[config.mk]
export PLATFORM = sky130hd
export DESIGN_NAME = ram_march_bist
export DESIGN_NICKNAME = d
export VERILOG_FILES = /design/src/rtl/ram_march_bist.sv
export SDC_FILE = /design/constraint.sdc
export NUM_CORES = 1
export LEC_CHECK = 0
export ABC_AREA = 1
export CORE_ASPECT_RATIO = 0.7
export CORE_MARGIN = 1.5
export CORE_UTILIZATION = 35
export DETAILED_ROUTE_END_ITERATION = 7
export HOLD_SLACK_MARGIN = 0.12
export SLEW_MARGIN = 20
export SYNTH_ARGS = -nofsm -noshare
export SYNTH_HDL_FRONTEND = slang
export SYNTH_SLANG_ARGS = --single-unit
[constraint.sdc]
create_clock -name clock -period 2.1 [get_ports clock]
set_clock_uncertainty 0.1 [all_clocks]
set_input_delay 0.21 -clock clock [delete_from_list [all_inputs] [get_ports clock]]
set_output_delay 0.21 -clock clock [all_outputs]
set_load 0.01 [all_outputs]
[src/rtl/ram_march_bist.sv]
// March BIST engine for a bit-wide RAM: M0 ascending w0, M1 ascending r0/w1,
// M2 descending r1/w0. Reports pass, or the first failing address and element.
module ram_march_bist #(
  parameter int ADDR_WIDTH = 4
) (
  input  logic                  clock,
  input  logic                  reset,
  input  logic                  start,
  output logic                  busy,
  output logic                  done,
  output logic                  pass,
  output logic [ADDR_WIDTH-1:0] fail_addr,
  output logic [1:0]            fail_element,
  output logic [ADDR_WIDTH-1:0] mem_addr,
  output logic                  mem_write_enable,
  output logic                  mem_write_data,
  output logic                  mem_read_enable,
  input  logic                  mem_read_data
);

  localparam logic [ADDR_WIDTH-1:0] ADDR_LAST  = {ADDR_WIDTH{1'b1}};
  localparam logic [ADDR_WIDTH-1:0] ADDR_FIRST = '0;
  localparam logic [ADDR_WIDTH-1:0] ADDR_ONE   = ADDR_WIDTH'(1);

  typedef enum logic [2:0] {
    IDLE,
    M0_W,
    M1_R,
    M1_W,
    M2_R,
    M2_W,
    DONE
  } state_t;

  state_t state;

  always_ff @(posedge clock or posedge reset) begin
    if (reset) begin
      state            <= IDLE;
      busy             <= 1'b0;
      done             <= 1'b0;
      pass             <= 1'b0;
      fail_addr        <= '0;
      fail_element     <= 2'd0;
      mem_addr         <= '0;
      mem_write_enable <= 1'b0;
      mem_write_data   <= 1'b0;
      mem_read_enable  <= 1'b0;
    end else begin
      case (state)
        IDLE: begin
          done <= 1'b0;
          if (start) begin
            state            <= M0_W;
            busy             <= 1'b1;
            pass             <= 1'b0;
            fail_addr        <= '0;
            fail_element     <= 2'd0;
            mem_addr         <= '0;
            mem_write_enable <= 1'b1;
            mem_write_data   <= 1'b0;
            mem_read_enable  <= 1'b0;
          end
        end

        M0_W: begin
          if (mem_addr == ADDR_LAST) begin
            state            <= M1_R;
            mem_addr         <= ADDR_FIRST;
            mem_write_enable <= 1'b0;
            mem_read_enable  <= 1'b1;
          end else begin
            mem_addr <= mem_addr + ADDR_ONE;
          end
        end

        M1_R: begin
          state            <= M1_W;
          mem_read_enable  <= 1'b0;
          mem_write_enable <= 1'b1;
          mem_write_data   <= 1'b1;
        end

        // Read data from M1_R is valid here; the w1 strobe completes at this edge
        // regardless of the compare outcome.
        M1_W: begin
          mem_write_enable <= 1'b0;
          if (mem_read_data != 1'b0) begin
            state        <= DONE;
            busy         <= 1'b0;
            done         <= 1'b1;
            pass         <= 1'b0;
            fail_addr    <= mem_addr;
            fail_element <= 2'd1;
          end else if (mem_addr == ADDR_LAST) begin
            state           <= M2_R;
            mem_read_enable <= 1'b1;
          end else begin
            state           <= M1_R;
            mem_addr        <= mem_addr + ADDR_ONE;
            mem_read_enable <= 1'b1;
          end
        end

        M2_R: begin
          state            <= M2_W;
          mem_read_enable  <= 1'b0;
          mem_write_enable <= 1'b1;
          mem_write_data   <= 1'b0;
        end

        M2_W: begin
          mem_write_enable <= 1'b0;
          if (mem_read_data != 1'b1) begin
            state        <= DONE;
            busy         <= 1'b0;
            done         <= 1'b1;
            pass         <= 1'b0;
            fail_addr    <= mem_addr;
            fail_element <= 2'd2;
          end else if (mem_addr == ADDR_FIRST) begin
            state        <= DONE;
            busy         <= 1'b0;
            done         <= 1'b1;
            pass         <= 1'b1;
            fail_addr    <= '0;
            fail_element <= 2'd0;
          end else begin
            state           <= M2_R;
            mem_addr        <= mem_addr - ADDR_ONE;
            mem_read_enable <= 1'b1;
          end
        end

        // Start is deliberately not sampled here; IDLE must be re-entered first.
        DONE: begin
          state <= IDLE;
          done  <= 1'b0;
        end

        default: begin
          state            <= IDLE;
          busy             <= 1'b0;
          done             <= 1'b0;
          mem_write_enable <= 1'b0;
          mem_read_enable  <= 1'b0;
        end
      endcase
    end
  end

endmodule

### Yosys cells after proc, flatten, opt, wreduce, memory -nomap -nowiden

Cells that the tools add are included.

| word-level totals | value |
|---|---|
| register bits | 19 |
| output and inout bits | 16 |
| bits of input ports | 4 |
| logic and storage cells | 89 |

| cells by class | value |
|---|---|
| multiplexer cells | 43 |
| add/sub/neg operators | 2 |
| bitwise operators | 3 |
| equal/unequal tests | 15 |
| reduce and logical (&&, ||, !) cells | 16 |

Operators by type and width:

| cell | count |
|---|---|
| 4-bit 2-to-1 mux | 9 |
| 3-bit case mux with 6 select lines | 1 |
| 4-bit case mux with 4 select lines | 1 |
| 1-bit 2-to-1 mux | 14 |
| 2-bit != test, second input constant | 7 |
| 2-bit 2-to-1 mux | 6 |
| 3-bit 2-to-1 mux | 4 |
| 4-bit case mux with 3 select lines | 1 |
| 6-bit AND reduction | 2 |
| 3-bit == test, second input constant | 3 |
| 1-bit case mux with 3 select lines | 3 |
| 1-bit case mux with 4 select lines | 2 |
| 4-bit AND reduction | 2 |
| 3-bit by 2-bit == test with 1-bit output, second input constant | 2 |
| 2-bit case mux with 3 select lines | 1 |
| 3-bit AND reduction | 2 |
| 3-bit nonzero test | 2 |
| 1-bit case mux with 5 select lines | 1 |
| 4-bit by 1-bit adder with 4-bit output, second input constant | 1 |
| 4-bit == test, second input constant | 1 |
| 4-bit logical NOT | 1 |
| 2-bit AND reduction | 2 |
| 4-bit nonzero test | 1 |
| 4-bit OR reduction | 1 |
| 7 further kinds | 9 |

### Logic depth before layout (Yosys ltp)

| depth | value |
|---|---|
| depth in word-level cells | 4 |
| gate-level depth with buffers | 10 |

### Worst setup path before layout

OpenSTA, ideal clock, no wires.

| timing path | value |
|---|---|
| kind | register to register |
| from | register mem_addr[0] |
| to | register mem_addr[3] |
| period minus slack after synthesis | 1635 ps |
| data arrival time | 1418 ps |
| stages on the path, launching flop included | 11 |
| required time | 1884 ps |
| path slack | 465 ps |
| path through | dfrtp_1 > inv_1 > ha_1 > inv_1 > nor2_1 > nand2_1 > nor2_1 > nor2_2 > nand2_2 > nand2_1 > nand2_1 |

| on the way | value |
|---|---|
| word-level cells in the longest chain between the ends | 4 |
| elaborated cells on any way between the ends | 13 |

Ends and longest elaborated chain:

| what | RTL line | source |
|---|---|---|
| start, declared | 14 | `output logic [ADDR_WIDTH-1:0] mem_addr,` |
| start signal, assigned | 73 | `mem_addr <= mem_addr + ADDR_ONE;` |
| start signal, assigned | 100 | `mem_addr <= mem_addr + ADDR_ONE;` |
| start signal, assigned | 130 | `mem_addr <= mem_addr - ADDR_ONE;` |
| 4-bit by 1-bit subtractor with 4-bit output or 4-bit by 1-bit adder with 4-bit output (tied branches) | 130, 73, 100 |  |
| 4-bit 2-to-1 mux (on tied branches) | 121, 95 |  |
| 4-bit 2-to-1 mux (on tied branches) | 114, 88 |  |
| 4-bit case mux with 4 select lines | 50 | `case (state)` |

Parallel ways exist; a longest one is shown, timed or not. The select of a mux whose other input is x is not followed.
A chain may end at the register's enable or synchronous reset.

### Final worst setup path

| timing path | value |
|---|---|
| from | register mem_addr[0] |
| to | register mem_addr[0] |

The elaborated chain is that of the path after synthesis.

==> results list <==
* Number of cells after detailed placement: 243
- Setup-failing EPs final: 0
* Min Tclk post-route: 1870 ps
* Arrival time at the worst endpoint: 1920 ps
- The first TritonRoute pass finished after 4 iterations.
* Initial antenna violation count: 0
- Setup repair after global routing left no endpoint under its margin.
* Number of slew-limit violations in the final report: 0
- Vert. Die Dim: 52.1 µm
- For this run, the leading register cell type out of synthesis is sky130_fd_sc_hd__dfrtp_1.
- Classification of the worst-slack hold path: primary input to async pin
- In this run the critical register-to-register path is captured at mem_addr[0]$_DFFE_PP0P_.
* Number of buffers inserted during clock tree synthesis: 3
* Starting Density: 37.6%
- The clock net in this run drives a total of 19 sinks.
- Final RePlAce weighted congestion: 0.973
* Width of the chip: 73.2 µm
- Crit Path Category: register to register
* Clk slew on worst S/H paths: 70 ps
* Worst-case register-to-register setup slack: 230 ps
* Fmax: 0.534 GHz
- First-pass GRT wire length: 4770 µm
- Number of global-route vias before repair: 1112
* Number of hold violations in the final report: 0
- After synthesis, flip-flops and latches occupy 39.4% of the total area.
* DRC violation count after routing: 0
- The analysis attributes to cell leakage a power of 0.824 nW.
* Number of nets produced by synthesis: 186
- The later pin in the worst-skew pair is clocked with a latency of 250 ps.
- Vias per inst: 4.70
- In the final layout, the share of cells above drive strength 1 is 9.00%.
- In this run the post-CTS setup repair buffer count came out at 0.
- Measured against its own limit, the worst slew margin works out to 52.2%.
* Worst Setup End Kind: register
- Post-layout nets: 207
- The finished layout holds 247 standard cells, fillers aside.
- In this run the worst path has a maximum fanout of 8.
* DP Wirelength: 2180 µm
- In this run, the number of DRC markers left after iteration 0 of detailed routing was 58.
- The final route contains 1160 vias.
- Counting stages on the worst path, the most repeated cell is sky130_fd_sc_hd__nand2_1.
- Distinct cells, synth: 21
- Number of diodes added for antenna fixing: 0
* Overall routing resource usage: 16.6%
* Combined area of all synthesized cells: 0.00121 mm²
- Hold is met by 279 ps.
- At the pin with the least slew margin, the transition time is 716 ps.
- The signal on the critical path passes through inv_1 > ha_1 > inv_1 > nor2_1 > nand2_1 > nor2_1 > nor2_2 > nand2_2 > nand2_1 > nand2_1.
- Element type at the critical path start: register
* Gate count after technology mapping: 180
- Number of buffers on the longest clock path: 2
- On the critical path the largest part of the delay comes from simple AND/OR/NAND/NOR gates.
- Number of I/O pins: 20
- Status: completed
* Clock tree from TritonCTS: done
* Std cell rows: 17
- The layout has 318 filler cells.
* Syn_area_per_cell: 6.70 µm²
* Clock root buffer: sky130_fd_sc_hd__clkbuf_8
- Die ar.: 0.00381 mm²
* R2R cell count: 10
* Area overhead of the layout relative to synthesis: 22.9%
- Of all flip-flops after synthesis, the portion carrying an async set or reset was 100%.
- IR analysis of the VDD net gives a maximum drop of 0.637 mV.
- Across the run, the number of max-cap violations was 0.
- The number of gates resized after CTS was 0.
- On the critical path, the stage with the largest delay is an instance of sky130_fd_sc_hd__dfrtp_1.
- Detailed-route wire length per cell: 11.0 µm
- Counting both buffers and inverters, the worst setup path holds a total of 2.
* Number of warnings issued by yosys: 0
* Final core utilization: 46.2%
- Register bit count reported by yosys: 19
- Power spread over the standard cell area amounts to 1520 mW/mm².
- Total global routing overflow: 0
* # port buffers: 19
- The final layout contains routed wiring with a total length of 2730 µm.
- Number of H-tree branching levels: 1
- In this run the standard cell core region covers 0.00321 mm².
* Launching point of the worst reg2reg path: mem_addr[0]$_DFFE_PP0P_
* Aggregate negative setup slack: 0 ps
* Antenna Violating Nets Remaining: 0
* Maximum number of pins on one net before global-route repair: 20
- Cts hold-fix bufs: 0
- Dividing the final minimum period by the clock period gives 89.2%.
- Data on the critical path is required at its endpoint by 2150 ps.
- The synthesized design contains 0 enable-type register cells.
- Worst path max stage delay: 490 ps
-- per-stage QoR --
step                worst slack [ps]  area, µm²  total power, W
floorplan                        465       1210         0.00160
global placement                 282       1440         0.00202
detailed placement               242       1440         0.00202
CTS                              228       1480         0.00228
global route                    14.0       1480         0.00252
finish                           226       1480         0.00225
-- layout by cell type, fill, tap and decap left out --
cell type / n
sky130_fd_sc_hd__a21oi_1: 4
sky130_fd_sc_hd__clkbuf_1: 1
sky130_fd_sc_hd__clkbuf_8: 3
sky130_fd_sc_hd__clkdlybuf4s50_1: 19
sky130_fd_sc_hd__dfrtp_1: 19
sky130_fd_sc_hd__ha_1: 2
sky130_fd_sc_hd__inv_1: 16
sky130_fd_sc_hd__inv_2: 5
sky130_fd_sc_hd__nand2_1: 64
sky130_fd_sc_hd__nand2_2: 1
sky130_fd_sc_hd__nand2_4: 1
sky130_fd_sc_hd__nand3_1: 23
sky130_fd_sc_hd__nand3_2: 2
sky130_fd_sc_hd__nand3b_1: 1
sky130_fd_sc_hd__nand4_1: 4
sky130_fd_sc_hd__nand4_2: 1
sky130_fd_sc_hd__nor2_1: 26
sky130_fd_sc_hd__nor2_2: 3
sky130_fd_sc_hd__nor2_4: 1
sky130_fd_sc_hd__o211ai_1: 1
sky130_fd_sc_hd__o21ai_0: 2
sky130_fd_sc_hd__or2_2: 1
-- how the worst max path moves through the flow --
stage | from | to | slack [ps] | depth (start not counted)
final | mem_addr[0]$_DFFE_PP0P_ | mem_addr[0]$_DFFE_PP0P_ | 230 | 10
after floorplan | mem_addr[0]$_DFFE_PP0P_ | mem_addr[3]$_DFFE_PP0P_ | 470 | 10
after global placement | mem_addr[0]$_DFFE_PP0P_ | mem_addr[3]$_DFFE_PP0P_ | 280 | 10
after CTS | mem_addr[0]$_DFFE_PP0P_ | mem_addr[0]$_DFFE_PP0P_ | 230 | 10
after global routing | mem_addr[0]$_DFFE_PP0P_ | mem_addr[0]$_DFFE_PP0P_ | 10 | 10
after detailed placement | mem_addr[0]$_DFFE_PP0P_ | mem_addr[0]$_DFFE_PP0P_ | 240 | 10
-- cells in the mapped netlist (3+ instances only) --
cell | instances | area share, %
sky130_fd_sc_hd__nand4_1 | 4 | 2.1
sky130_fd_sc_hd__nor2_2 | 3 | 1.6
sky130_fd_sc_hd__inv_1 | 16 | 5.0
sky130_fd_sc_hd__nand2_1 | 64 | 20
sky130_fd_sc_hd__nand3_1 | 23 | 9.5
sky130_fd_sc_hd__dfrtp_1 | 19 | 39
sky130_fd_sc_hd__inv_2 | 5 | 1.6
sky130_fd_sc_hd__a21oi_1 | 4 | 1.7
sky130_fd_sc_hd__nor2_1 | 26 | 8.1
-- layer usage --
layer | vias up | share of wire, % | track usage [%]
met5 | - | 0 | 0
met4 | 0 | 0.51 | 5.03
met1 | 510 | 49 | 21.3
met3 | 2 | 5.7 | 4.84
met2 | 42 | 45 | 26.8
li1 | 606 | - | -
-- cell families (layout without fill, tap and decap cells) --
group | after synthesis | count (layout) | synth area share, %
simple gates | 128 | 128 | 47.4
flops | 19 | 19 | 39.4
buf+inv | 24 | 44 | 7.99
compound gates | 7 | 7 | 3.11
fa+ha+maj | 2 | 2 | 2.07
-- layout make-up --
cell class | count | area, µm² | share of cell area, %
sequential | 19 | 475 | 32.1
inverter | 21 | 78.8 | 5.32
timing repair buffer | 19 | 190 | 12.8
clock buffer | 4 | 45.0 | 3.04
tap | 47 | 58.8 | 3.97
multi-input combinational | 137 | 634 | 42.8
-- registers in the layout, summed over array words and instances (netlist names) --
name / cells
fail_addr: 4
mem_addr: 4
state: 3
fail_element: 2
busy: 1
done: 1
mem_read_enable: 1
mem_write_data: 1
mem_write_enable: 1
pass: 1
-- power breakdown --
group          switching, W  internal (W)  total, W
registers          0.000165      0.000508  0.000672
clock network      0.000115      0.000135  0.000250
logic              0.000805      0.000524   0.00133
No activity file was read; power rests on OpenSTA's default activity.
